File: src/rtl/exc_pkg.sv
// -----------------------------------------------------------------------------
// exc_pkg
// Shared types and constants for the commit-stage exception arbiter.
//   exc_code_e   : MIPS Cause.ExcCode values produced by the arbiter
//   arb_state_e  : flush-hold state machine encoding
//   badv_sel_e   : which address feeds BadVAddr (PC or data address)
//   DEFAULT_*    : default exception vector offsets from EBase
//   epc_value()  : EPC rule for instructions in a branch delay slot
// -----------------------------------------------------------------------------
package exc_pkg;

    typedef enum logic [4:0] {
        EXC_INT  = 5'd0,
        EXC_MOD  = 5'd1,
        EXC_TLBL = 5'd2,
        EXC_TLBS = 5'd3,
        EXC_ADEL = 5'd4,
        EXC_ADES = 5'd5,
        EXC_SYS  = 5'd8,
        EXC_BP   = 5'd9,
        EXC_RI   = 5'd10,
        EXC_OV   = 5'd12
    } exc_code_e;

    typedef enum logic {
        IDLE = 1'b0,
        HOLD = 1'b1
    } arb_state_e;

    typedef enum logic {
        BADV_PC   = 1'b0,
        BADV_DATA = 1'b1
    } badv_sel_e;

    localparam logic [31:0] DEFAULT_REFILL_OFFSET  = 32'h0000_0000;
    localparam logic [31:0] DEFAULT_GENERAL_OFFSET = 32'h0000_0180;

    // A delay-slot instruction restarts at its branch, one word earlier.
    function automatic logic [31:0] epc_value(input logic [31:0] pc_val,
                                              input logic       delay_slot);
        return delay_slot ? (pc_val - 32'd4) : pc_val;
    endfunction

endpackage

File: src/rtl/exc_prio_enc.sv
// -----------------------------------------------------------------------------
// exc_prio_enc
// Purely combinational priority encoder over all exception sources.
// Inputs : int_req (already qualified interrupt), fetch faults, decode/execute
//          faults, data-side faults, data_we (store vs load), eret.
// Outputs: win            - any source present
//          code           - ExcCode of the highest-priority source
//          badvaddr_sel   - BadVAddr comes from PC or the data address
//          badvaddr_valid - winner is an address/TLB fault
//          is_refill      - winner is a TLB refill (selects refill vector)
//          is_eret        - winner is ERET (no exception entry)
// -----------------------------------------------------------------------------
import exc_pkg::*;

module exc_prio_enc (
    input  logic      int_req,
    input  logic      inst_adel,
    input  logic      inst_tlb_refill,
    input  logic      inst_tlb_invalid,
    input  logic      ri,
    input  logic      sys,
    input  logic      bp,
    input  logic      ov,
    input  logic      data_ade,
    input  logic      data_tlb_refill,
    input  logic      data_tlb_invalid,
    input  logic      data_mod,
    input  logic      data_we,
    input  logic      eret,
    output logic      win,
    output exc_code_e code,
    output badv_sel_e badvaddr_sel,
    output logic      badvaddr_valid,
    output logic      is_refill,
    output logic      is_eret
);

    // First matching source wins; ERET is the lowest priority event.
    always_comb begin
        win            = 1'b1;
        code           = EXC_INT;
        badvaddr_sel   = BADV_PC;
        badvaddr_valid = 1'b0;
        is_refill      = 1'b0;
        is_eret        = 1'b0;

        if (int_req) begin
            code = EXC_INT;
        end else if (inst_adel) begin
            code           = EXC_ADEL;
            badvaddr_valid = 1'b1;
        end else if (inst_tlb_refill) begin
            code           = EXC_TLBL;
            badvaddr_valid = 1'b1;
            is_refill      = 1'b1;
        end else if (inst_tlb_invalid) begin
            code           = EXC_TLBL;
            badvaddr_valid = 1'b1;
        end else if (ri) begin
            code = EXC_RI;
        end else if (sys) begin
            code = EXC_SYS;
        end else if (bp) begin
            code = EXC_BP;
        end else if (ov) begin
            code = EXC_OV;
        end else if (data_ade) begin
            code           = data_we ? EXC_ADES : EXC_ADEL;
            badvaddr_sel   = BADV_DATA;
            badvaddr_valid = 1'b1;
        end else if (data_tlb_refill) begin
            code           = data_we ? EXC_TLBS : EXC_TLBL;
            badvaddr_sel   = BADV_DATA;
            badvaddr_valid = 1'b1;
            is_refill      = 1'b1;
        end else if (data_tlb_invalid) begin
            code           = data_we ? EXC_TLBS : EXC_TLBL;
            badvaddr_sel   = BADV_DATA;
            badvaddr_valid = 1'b1;
        end else if (data_mod) begin
            code           = EXC_MOD;
            badvaddr_sel   = BADV_DATA;
            badvaddr_valid = 1'b1;
        end else if (eret) begin
            is_eret = 1'b1;
        end else begin
            win = 1'b0;
        end
    end

endmodule

File: src/rtl/exc_arbiter.sv
// -----------------------------------------------------------------------------
// exc_arbiter
// Commit-stage exception/interrupt arbiter. Picks the highest-priority event,
// registers the CP0 update values and redirect target, and holds a
// multi-channel pipeline flush until the front end accepts the new fetch.
// Ports:
//   clk, reset                 - clock, synchronous active-high reset
//   int_pending/int_enable     - masked interrupt lines and global enable
//   exl_in, ebase_in           - Status.EXL and exception base
//   pc, in_delayslot           - committing instruction and its BD flag
//   data_vaddr, data_we        - data access address and direction
//   inst_*/ri/sys/bp/ov/data_* - exception sources
//   eret, cp0_epc              - ERET commit and its return target
//   fetch_done                 - redirected fetch accepted
//   flush                      - per-channel pipeline flush
//   new_pc                     - redirect target
//   exc_code/epc_out/bd_out    - Cause/EPC write values
//   badvaddr/badvaddr_we       - BadVAddr value and write strobe
//   cp0_wr_exp/clear_exl       - exception-entry and ERET strobes
//   current_exception          - combinational: any qualified event now
//   busy                       - flush hold in progress
// -----------------------------------------------------------------------------
import exc_pkg::*;

module exc_arbiter #(
    parameter int          NUM_INT        = 8,
    parameter int          NUM_FLUSH      = 4,
    parameter int          MIN_HOLD       = 1,
    parameter logic [31:0] REFILL_OFFSET  = DEFAULT_REFILL_OFFSET,
    parameter logic [31:0] GENERAL_OFFSET = DEFAULT_GENERAL_OFFSET
) (
    input  logic                 clk,
    input  logic                 reset,
    input  logic [NUM_INT-1:0]   int_pending,
    input  logic                 int_enable,
    input  logic                 exl_in,
    input  logic [31:0]          ebase_in,
    input  logic [31:0]          pc,
    input  logic                 in_delayslot,
    input  logic [31:0]          data_vaddr,
    input  logic                 data_we,
    input  logic                 inst_adel,
    input  logic                 inst_tlb_refill,
    input  logic                 inst_tlb_invalid,
    input  logic                 ri,
    input  logic                 sys,
    input  logic                 bp,
    input  logic                 ov,
    input  logic                 data_ade,
    input  logic                 data_tlb_refill,
    input  logic                 data_tlb_invalid,
    input  logic                 data_mod,
    input  logic                 eret,
    input  logic [31:0]          cp0_epc,
    input  logic                 fetch_done,
    output logic [NUM_FLUSH-1:0] flush,
    output logic [31:0]          new_pc,
    output logic [4:0]           exc_code,
    output logic [31:0]          epc_out,
    output logic                 bd_out,
    output logic [31:0]          badvaddr,
    output logic                 badvaddr_we,
    output logic                 cp0_wr_exp,
    output logic                 clear_exl,
    output logic                 current_exception,
    output logic                 busy
);

    localparam int                CNT_W    = $clog2(MIN_HOLD + 1);
    localparam logic [CNT_W-1:0]  HOLD_SAT = CNT_W'(MIN_HOLD);
    localparam logic [CNT_W-1:0]  HOLD_REL = CNT_W'(MIN_HOLD - 1);

    arb_state_e       state;
    arb_state_e       state_next;
    logic [CNT_W-1:0] hold_cnt;
    logic [CNT_W-1:0] cnt_next;
    logic             take_event;
    logic             rel_hold;

    logic             int_req;
    logic             win;
    exc_code_e        win_code;
    badv_sel_e        bv_sel;
    logic             bv_valid;
    logic             win_refill;
    logic             win_eret;
    logic [31:0]      vector;
    logic [31:0]      bv_value;

    assign int_req = int_enable & (|int_pending);

    exc_prio_enc u_prio (
        .int_req          (int_req),
        .inst_adel        (inst_adel),
        .inst_tlb_refill  (inst_tlb_refill),
        .inst_tlb_invalid (inst_tlb_invalid),
        .ri               (ri),
        .sys              (sys),
        .bp               (bp),
        .ov               (ov),
        .data_ade         (data_ade),
        .data_tlb_refill  (data_tlb_refill),
        .data_tlb_invalid (data_tlb_invalid),
        .data_mod         (data_mod),
        .data_we          (data_we),
        .eret             (eret),
        .win              (win),
        .code             (win_code),
        .badvaddr_sel     (bv_sel),
        .badvaddr_valid   (bv_valid),
        .is_refill        (win_refill),
        .is_eret          (win_eret)
    );

    assign current_exception = win;
    assign busy              = (state == HOLD);

    // Refill with EXL already set is a nested miss and goes to the general vector.
    assign vector   = (win_refill && !exl_in) ? (ebase_in + REFILL_OFFSET)
                                              : (ebase_in + GENERAL_OFFSET);
    assign bv_value = (bv_sel == BADV_DATA) ? data_vaddr : pc;

    // State register and saturating hold counter.
    always_ff @(posedge clk) begin
        if (reset) begin
            state    <= IDLE;
            hold_cnt <= '0;
        end else begin
            state    <= state_next;
            hold_cnt <= cnt_next;
        end
    end

    // Next-state logic. Sources are only looked at in IDLE, or on the very
    // cycle the hold releases so a back-to-back event is not lost.
    always_comb begin
        state_next = state;
        cnt_next   = hold_cnt;
        take_event = 1'b0;
        rel_hold   = 1'b0;

        case (state)
            IDLE: begin
                if (win) begin
                    take_event = 1'b1;
                    state_next = HOLD;
                    cnt_next   = '0;
                end
            end
            HOLD: begin
                if (hold_cnt != HOLD_SAT) begin
                    cnt_next = hold_cnt + CNT_W'(1);
                end
                if ((hold_cnt >= HOLD_REL) && fetch_done) begin
                    if (win) begin
                        take_event = 1'b1;
                        state_next = HOLD;
                        cnt_next   = '0;
                    end else begin
                        rel_hold   = 1'b1;
                        state_next = IDLE;
                    end
                end
            end
            default: begin
                state_next = IDLE;
                cnt_next   = '0;
            end
        endcase
    end

    // Registered outputs. EPC/BD are frozen while EXL is set; CP0 itself
    // guards the EXL update so cp0_wr_exp still pulses.
    always_ff @(posedge clk) begin
        if (reset) begin
            flush       <= '0;
            new_pc      <= '0;
            exc_code    <= '0;
            epc_out     <= '0;
            bd_out      <= 1'b0;
            badvaddr    <= '0;
            badvaddr_we <= 1'b0;
            cp0_wr_exp  <= 1'b0;
            clear_exl   <= 1'b0;
        end else begin
            badvaddr_we <= 1'b0;
            cp0_wr_exp  <= 1'b0;
            clear_exl   <= 1'b0;
            if (take_event) begin
                flush <= '1;
                if (win_eret) begin
                    new_pc    <= cp0_epc;
                    clear_exl <= 1'b1;
                end else begin
                    new_pc     <= vector;
                    exc_code   <= win_code;
                    cp0_wr_exp <= 1'b1;
                    if (!exl_in) begin
                        epc_out <= epc_value(pc, in_delayslot);
                        bd_out  <= in_delayslot;
                    end
                    if (bv_valid) begin
                        badvaddr    <= bv_value;
                        badvaddr_we <= 1'b1;
                    end
                end
            end else if (rel_hold) begin
                flush <= '0;
            end
        end
    end

endmodule

File: config.mk
export PLATFORM = sky130hd
export DESIGN_NAME = exc_arbiter
export DESIGN_NICKNAME = d
export VERILOG_FILES = /design/src/rtl/exc_pkg.sv /design/src/rtl/exc_prio_enc.sv /design/src/rtl/exc_arbiter.sv
export SDC_FILE = /design/constraint.sdc
export NUM_CORES = 1
export LEC_CHECK = 0
export BUFFER_PORTS_ARGS = -buffer_cell sky130_fd_sc_hd__buf_4
export CORE_MARGIN = 2
export CORE_UTILIZATION = 47
export CTS_CLUSTER_SIZE = 14
export DETAILED_ROUTE_END_ITERATION = 6
export GPL_TIMING_DRIVEN = 0
export PLACE_DENSITY = 0.81
export SLEW_MARGIN = 30
export SYNTH_ARGS = -nofsm -noshare
export SYNTH_HDL_FRONTEND = slang
export SYNTH_HIERARCHICAL = 1
export SYNTH_SLANG_ARGS = --single-unit
File: constraint.sdc
create_clock -name clk -period 4.35 [get_ports clk]
set_input_delay 0.87 -clock clk [delete_from_list [all_inputs] [get_ports clk]]
set_output_delay 0.87 -clock clk [all_outputs]
set_load 0.01 [all_outputs]
# Word-level counts from Yosys, hierarchy flattened
# Index checks and enable logic that the tools add are counted.
# totals
romBits	0
out_inout_bits	111
mem_count	0
inputBits	155
latchBits	0
register_bits	111
ramBits	0
# classes
add_sub_neg	3
reduce_logical	10
div	0
bitwise	5
shift	0
multipliers	0
magnitude_cmp	1
eq_ne	1
muxes	87
# ops
op	count
$mux W32	4
$mux W1	67
$mux W5	11
$add A32 B9 Y32 const B	1
$sub A32 B3 Y32 const B	1
$mux W4	2
$reduce_or A8 Y1	1
$pmux W1 S2	3
$reduce_and A3 Y1	2
$not A1 Y1	4
$reduce_or A3 Y1	1
$logic_and A1 B1 Y1	2
$ne A2 B2 Y1 const B	1
$reduce_and A2 Y1	1
$reduce_bool A2 Y1	1
$reduce_or A2 Y1	1
$add A1 B1 Y1 const B	1
$and A1 B1 Y1	1
$ge A1 B1 Y1 const B	1
$logic_not A1 Y1	1

# Logic depth before layout (Yosys ltp)
# depth
depth_word	18
mapped_depth	11
ltp_nobuf	9

# Cells and area by module
# The synthesis kept the hierarchy.
# by_module_without_submodules
module	cells_each	instances	area_per_inst_um2
exc_arbiter	655	1	5451.5
exc_prio_enc	31	1	215.2

# Worst setup path before layout
# OpenSTA, ideal clock, no wires.
# synth_path
path_kind	input-to-reg
start	input port int_pending[5]
end	register new_pc[10]
setup_slack_ns	1.075
required_ns	4.280
cell_stages	9
t_arrival_ns	3.204
path_cell_list	nor4_1 a21boi_0 nor4_4 and4_1 clkbuf_1 buf_1 clkbuf_1 o21ai_0 a21oi_1
# synth_via
word_cells_on_any_way	11
# synth_lines
element	line	source
start, declared	exc_arbiter.sv:34	input logic [NUM_INT-1:0] int_pending,
$reduce_or A8 Y1	exc_arbiter.sv:90	assign int_req = int_enable & (|int_pending);
$and A1 B1 Y1	exc_arbiter.sv:90	
via int_req	exc_arbiter.sv:80	logic int_req;
$mux W1	exc_prio_enc.sv:47	if (int_req) begin
via win_eret	exc_arbiter.sv:86	logic win_eret;
$mux W32	exc_arbiter.sv:191	if (win_eret) begin
end signal, assigned	exc_arbiter.sv:192	new_pc <= cp0_epc;
end signal, assigned	exc_arbiter.sv:195	new_pc <= vector;
end, declared	exc_arbiter.sv:57	output logic [31:0] new_pc,
# The timed path passes the listed nets, and every way through them passes these cells.
# A chain may end at the register's enable or synchronous reset.

# Worst setup path after layout
# layout_path
start	input port int_pending[1]
end	register new_pc[24]
# Same word-level chain as after synthesis.

==> impl.org <==
** CTS
- TritonCTS built the clock tree.
- CTS saw around 110 sinks.
- Setup fix buffers added after clock tree synthesis :: 0
- Cts repair resizes :: 0
- TritonCTS Buffers :: 9
- Clock latency reported for the late side of the worst-skew pair :: roughly 0.35 ns
- Clock-pin slew was measured on the worst setup and hold paths at 0.07 ns.
- CTS root buf :: sky130_fd_sc_hd__clkbuf_16
- Level count of the clock H-tree :: 3
- Hold Buf Count CTS :: 0
- Buffer levels on the longest clock path :: 2

** Timing
- Fmax :: between 200 and 300 MHz
- Of the available clock period, the critical path in the final layout requires between 80% and 90%.
- Worst-margin pin slew :: approximately 0.90 ns
- Setup repair after global routing missed its margin :: no
- Setup violations remaining at the end of the flow were counted as 0.
- The number of slew-limit violations in the final report is 0.
- Maximum clock skew at final layout :: between 0.005 and 0.006 ns
- The final hold violation count is 0.
- Minimum clock period :: ~3.9 ns
- After routing, the total negative slack on setup checks comes to 0 ns.
- The worst pin sits at a relative slew slack of between 30% and 40%.

** Routing
- Dividing the detail-routed wire length by the instance count gives roughly 18 microns.
- Detailed-router iteration count before antenna repair :: 5
- The first routing iteration left ~380 violations.
- Once detail routing completed, the nets flagged for antenna violations numbered 0.
- Detailed Route WL :: roughly 20 mm
- For this block, the via count after detailed routing is around 6.3k.
- Ratio of routed vias to standard cells :: 5.65
- In the routed design, unresolved DRC markers number 0.

** Critical path
- Crit path max-delay cell type :: sky130_fd_sc_hd__buf_1
- Required time at the endpoint of the critical path :: about 4.6 ns
- The critical path is of the input port to flip-flop type.
- The largest single stage delay on the critical path is 0.54 ns.
- At the worst endpoint, the arrival time is roughly 4.2 ns.
- Startpoint type of the worst setup path :: input port
- Crit-path max FO :: 10
- STA classifies the critical path endpoint as a flip-flop.
- Traced cell by cell, the critical path runs through buf_4 > nor4_1 > a21boi_0 > nor4_4 > and4_1 > clkbuf_1 > buf_1 > clkbuf_1 > nand3_1 > a31oi_1.
- Among the stages of the critical path, the cell type that occurs most often is sky130_fd_sc_hd__clkbuf_1.

** Floorplan
- Once the floorplan was initialized, standard cells occupied 47.6% of the core.
- Core Area :: between 10,000 and 15,000 sq um
- Die width :: around 110 microns
- Height of the die :: between 100 and 150 microns
- Number of top-level design ports :: ~270
- The floorplan has 40 rows.
- Die Area :: ~13,000 sq um

** Yosys
- For this run, the leading register cell type out of synthesis is sky130_fd_sc_hd__dfxtp_1.
- Number of warnings printed during yosys synthesis :: 6
- Counting flops with an async set or reset pin after synthesis yields a share of 0%.
- Area of the mapped netlist :: approximately 5700 sq um
- Net count of the mapped netlist :: about 840
- Synthesis handed over a netlist of 686 instances.
- Part of the Yosys area used for sequential elements :: a little under two fifths
- Yosys attributes the largest share of cell area to sky130_fd_sc_hd__dfxtp_1 (38%), sky130_fd_sc_hd__a211oi_1 (9.0%), sky130_fd_sc_hd__mux2i_1 (7.1%), sky130_fd_sc_hd__nor2_1 (6.3%), sky130_fd_sc_hd__xnor2_1 (5.9%).
- Cell type contributing the most total cell area after synthesis :: sky130_fd_sc_hd__dfxtp_1
- The netlist uses 57 different library cells.
- Proportion of netlist area held by the largest area contributor :: a little under two fifths
- In this run, synthesis inferred 0 flip-flops with an integrated enable.
- Avg Inst Size Synth :: just over 8 sq um
- Synthesis inferred 107 register bits.

** Final layout
- After the flow finishes, the layout carries non-filler instances totaling ~1.1k.
- Layout Cell Area excl Fill :: 8090 sq um
- P&R area growth vs syn :: 42.8%
- ANT cells :: 0
- Share of final-layout standard cells stronger than drive strength 1 :: 30.8%
- Net count of the finished layout :: between 1k and 1.5k

** Global routing
- Overflow left after global routing :: 0
- Entering global routing, the biggest net connects 16 pins.
- The first global-routing pass estimated roughly 30 mm of wire.
- The via count of the first global-routing pass was around 6k.
- For this run, the total global-route usage over all layers was measured as between 20% and 30%.
- The number of antenna violations at the first check in global routing came to 0.

** Place
- The placed instances occupy a cell area of ~7800 sq um.
- Port Buffers :: between 200 and 300
- Detailed placement ended at an HPWL of approximately 15 mm.
- Final weighted congestion of routability-driven global placement :: between 0.9 and 1
- Including well taps, the total number of placed cells is 1,094.

** Status
- The run finished with clean final reports.

** Pwr
- In this run the power density over the cells is 303 nW/um^2.
- Summed over all cells, the static leakage comes to 0.00323 uW.
- Peak supply drop :: 220 uV
- After layout, the design draws a total of ~2500 uW.

** Worst hold path
- Kind of path behind the tightest hold check :: flip-flop to flip-flop

** Flow run
- Maximum capacitance violations :: 0
## state kept, by name, indices dropped and copies added (netlist names)
signal and flops:
cp0_wr_exp 1, bd_out 1, clear_exl 1, flush 1, new_pc 32, busy 1, exc_code 5, badvaddr_we 1
badvaddr 32, epc_out 32
## kinds of logic after synthesis
group,Yosys count,synth area share (%)
compound gates,146,17.7
xor+xnor,44,6.80
fa+ha+maj,2,0.442
buf+inv,67,4.81
flops,107,37.8
mux,42,7.46
other cells,1,0.0662
simple gates,277,24.9
## through the flow
| stage | setup WS, ns | hold slack, ns | util [%] |
|---|---|---|---|
| final | 0.449 | 0.455 | 67.9 |
| after global routing | 0.116 | 0.485 | 67.9 |
| after CTS | 0.474 | 0.454 | 67.9 |
| after detailed placement | 0.105 | 0.444 | 65.6 |
| after global placement | 0.125 | 0.443 | 65.6 |
| after floorplan | 1.08 | 0.476 | - |
## critical path: cells and delay by family
| family | cells | cell delay (ns) |
|---|---|---|
| buffers and inverters | 4 | 1.58 |
| AO/OA/AOI/OAI | 2 | 0.52 |
| AND/OR/NAND/NOR | 4 | 1.19 |
## routing by layer
layer / global-route usage [%] / share of wire (%) / up-vias
li1: - / - / 3011
met1: 34.1 / 39 / 2885
met2: 50.7 / 47 / 309
met3: 8.24 / 9.8 / 53
met4: 16.2 / 4.0 / 0
met5: 0 / 0 / -
## Yosys cell counts, types with 3 or more instances
library cell / count
sky130_fd_sc_hd__nor3_1: 27
sky130_fd_sc_hd__nand3_1: 17
sky130_fd_sc_hd__or2_2: 3
sky130_fd_sc_hd__nor2_1: 95
sky130_fd_sc_hd__buf_4: 5
sky130_fd_sc_hd__nand2b_1: 10
sky130_fd_sc_hd__nor2b_1: 5
sky130_fd_sc_hd__nand4_1: 5
sky130_fd_sc_hd__a31oi_1: 7
sky130_fd_sc_hd__o31a_1: 3
sky130_fd_sc_hd__a221oi_1: 5
sky130_fd_sc_hd__xnor2_1: 38
sky130_fd_sc_hd__dfxtp_1: 107
sky130_fd_sc_hd__inv_1: 12
sky130_fd_sc_hd__mux2i_1: 40
sky130_fd_sc_hd__nor4_1: 23
sky130_fd_sc_hd__a211oi_1: 68
sky130_fd_sc_hd__xor2_1: 6
sky130_fd_sc_hd__clkbuf_1: 44
sky130_fd_sc_hd__and3_1: 4
sky130_fd_sc_hd__nand2_1: 53
sky130_fd_sc_hd__a21oi_1: 30
sky130_fd_sc_hd__a2111oi_0: 3
sky130_fd_sc_hd__and2_1: 4
sky130_fd_sc_hd__and4_1: 4
sky130_fd_sc_hd__o211ai_1: 7
sky130_fd_sc_hd__buf_1: 4
sky130_fd_sc_hd__o21ai_0: 13
sky130_fd_sc_hd__nor3_2: 3
sky130_fd_sc_hd__nand3b_1: 4
## path summary, 6_finish.rpt
| path | slack (ns) | startpoint | to | cells past startpoint |
|---|---|---|---|---|
| setup / recovery | 0.45 | int_pending[1] | new_pc[24]$_SDFFE_PP0P_ | 10 |
| hold / removal | 0.46 | new_pc[14]$_SDFFE_PP0P_ | new_pc[14]$_SDFFE_PP0P_ | 2 |
| setup reg to reg | 2.01 | busy$_SDFF_PP0_ | badvaddr[30]$_SDFFE_PP0P_ | 7 |
| hold reg to reg | 0.46 | new_pc[14]$_SDFFE_PP0P_ | new_pc[14]$_SDFFE_PP0P_ | 2 |
## layout make-up
class / instances / area (sq um)
multi-input cells: 512 / 3250
repair buffers: 261 / 1960
inverters: 12 / 45.0
fillers: 1017 / 3820
clock buffers: 11 / 243
flip-flops and latches: 107 / 2140
well taps: 147 / 184
plain buffers: 55 / 228
clock inverters: 2 / 38.8
## placed cells by master, fill, tap and decap left out, types with 3 or more instances in the layout
cell / instances
sky130_fd_sc_hd__buf_4: 266
sky130_fd_sc_hd__dfxtp_1: 107
sky130_fd_sc_hd__nor2_1: 95
sky130_fd_sc_hd__a211oi_1: 68
sky130_fd_sc_hd__nand2_1: 53
sky130_fd_sc_hd__clkbuf_1: 45
sky130_fd_sc_hd__mux2i_1: 40
sky130_fd_sc_hd__xnor2_1: 38
sky130_fd_sc_hd__a21oi_1: 30
sky130_fd_sc_hd__nor3_1: 27
sky130_fd_sc_hd__nor4_1: 23
sky130_fd_sc_hd__nand3_1: 17
sky130_fd_sc_hd__o21ai_0: 13
sky130_fd_sc_hd__inv_1: 12
sky130_fd_sc_hd__nand2b_1: 10
sky130_fd_sc_hd__clkbuf_16: 9
sky130_fd_sc_hd__a31oi_1: 7
sky130_fd_sc_hd__o211ai_1: 7
sky130_fd_sc_hd__xor2_1: 6
sky130_fd_sc_hd__nand4_1: 5
sky130_fd_sc_hd__a221oi_1: 5
sky130_fd_sc_hd__nor2b_1: 5
sky130_fd_sc_hd__and3_1: 4
sky130_fd_sc_hd__and2_1: 4
sky130_fd_sc_hd__buf_1: 4
sky130_fd_sc_hd__and4_1: 4
sky130_fd_sc_hd__nand3b_1: 4
sky130_fd_sc_hd__or2_2: 3
sky130_fd_sc_hd__nor3_2: 3
sky130_fd_sc_hd__a2111oi_0: 3
sky130_fd_sc_hd__o31a_1: 3
## power breakdown
group	switching [uW]	total, uW	internal, uW
sequential	42.2	1090	1050
combinational	273	545	273
clock	361	815	454
Power figures use the tool's default switching activity.
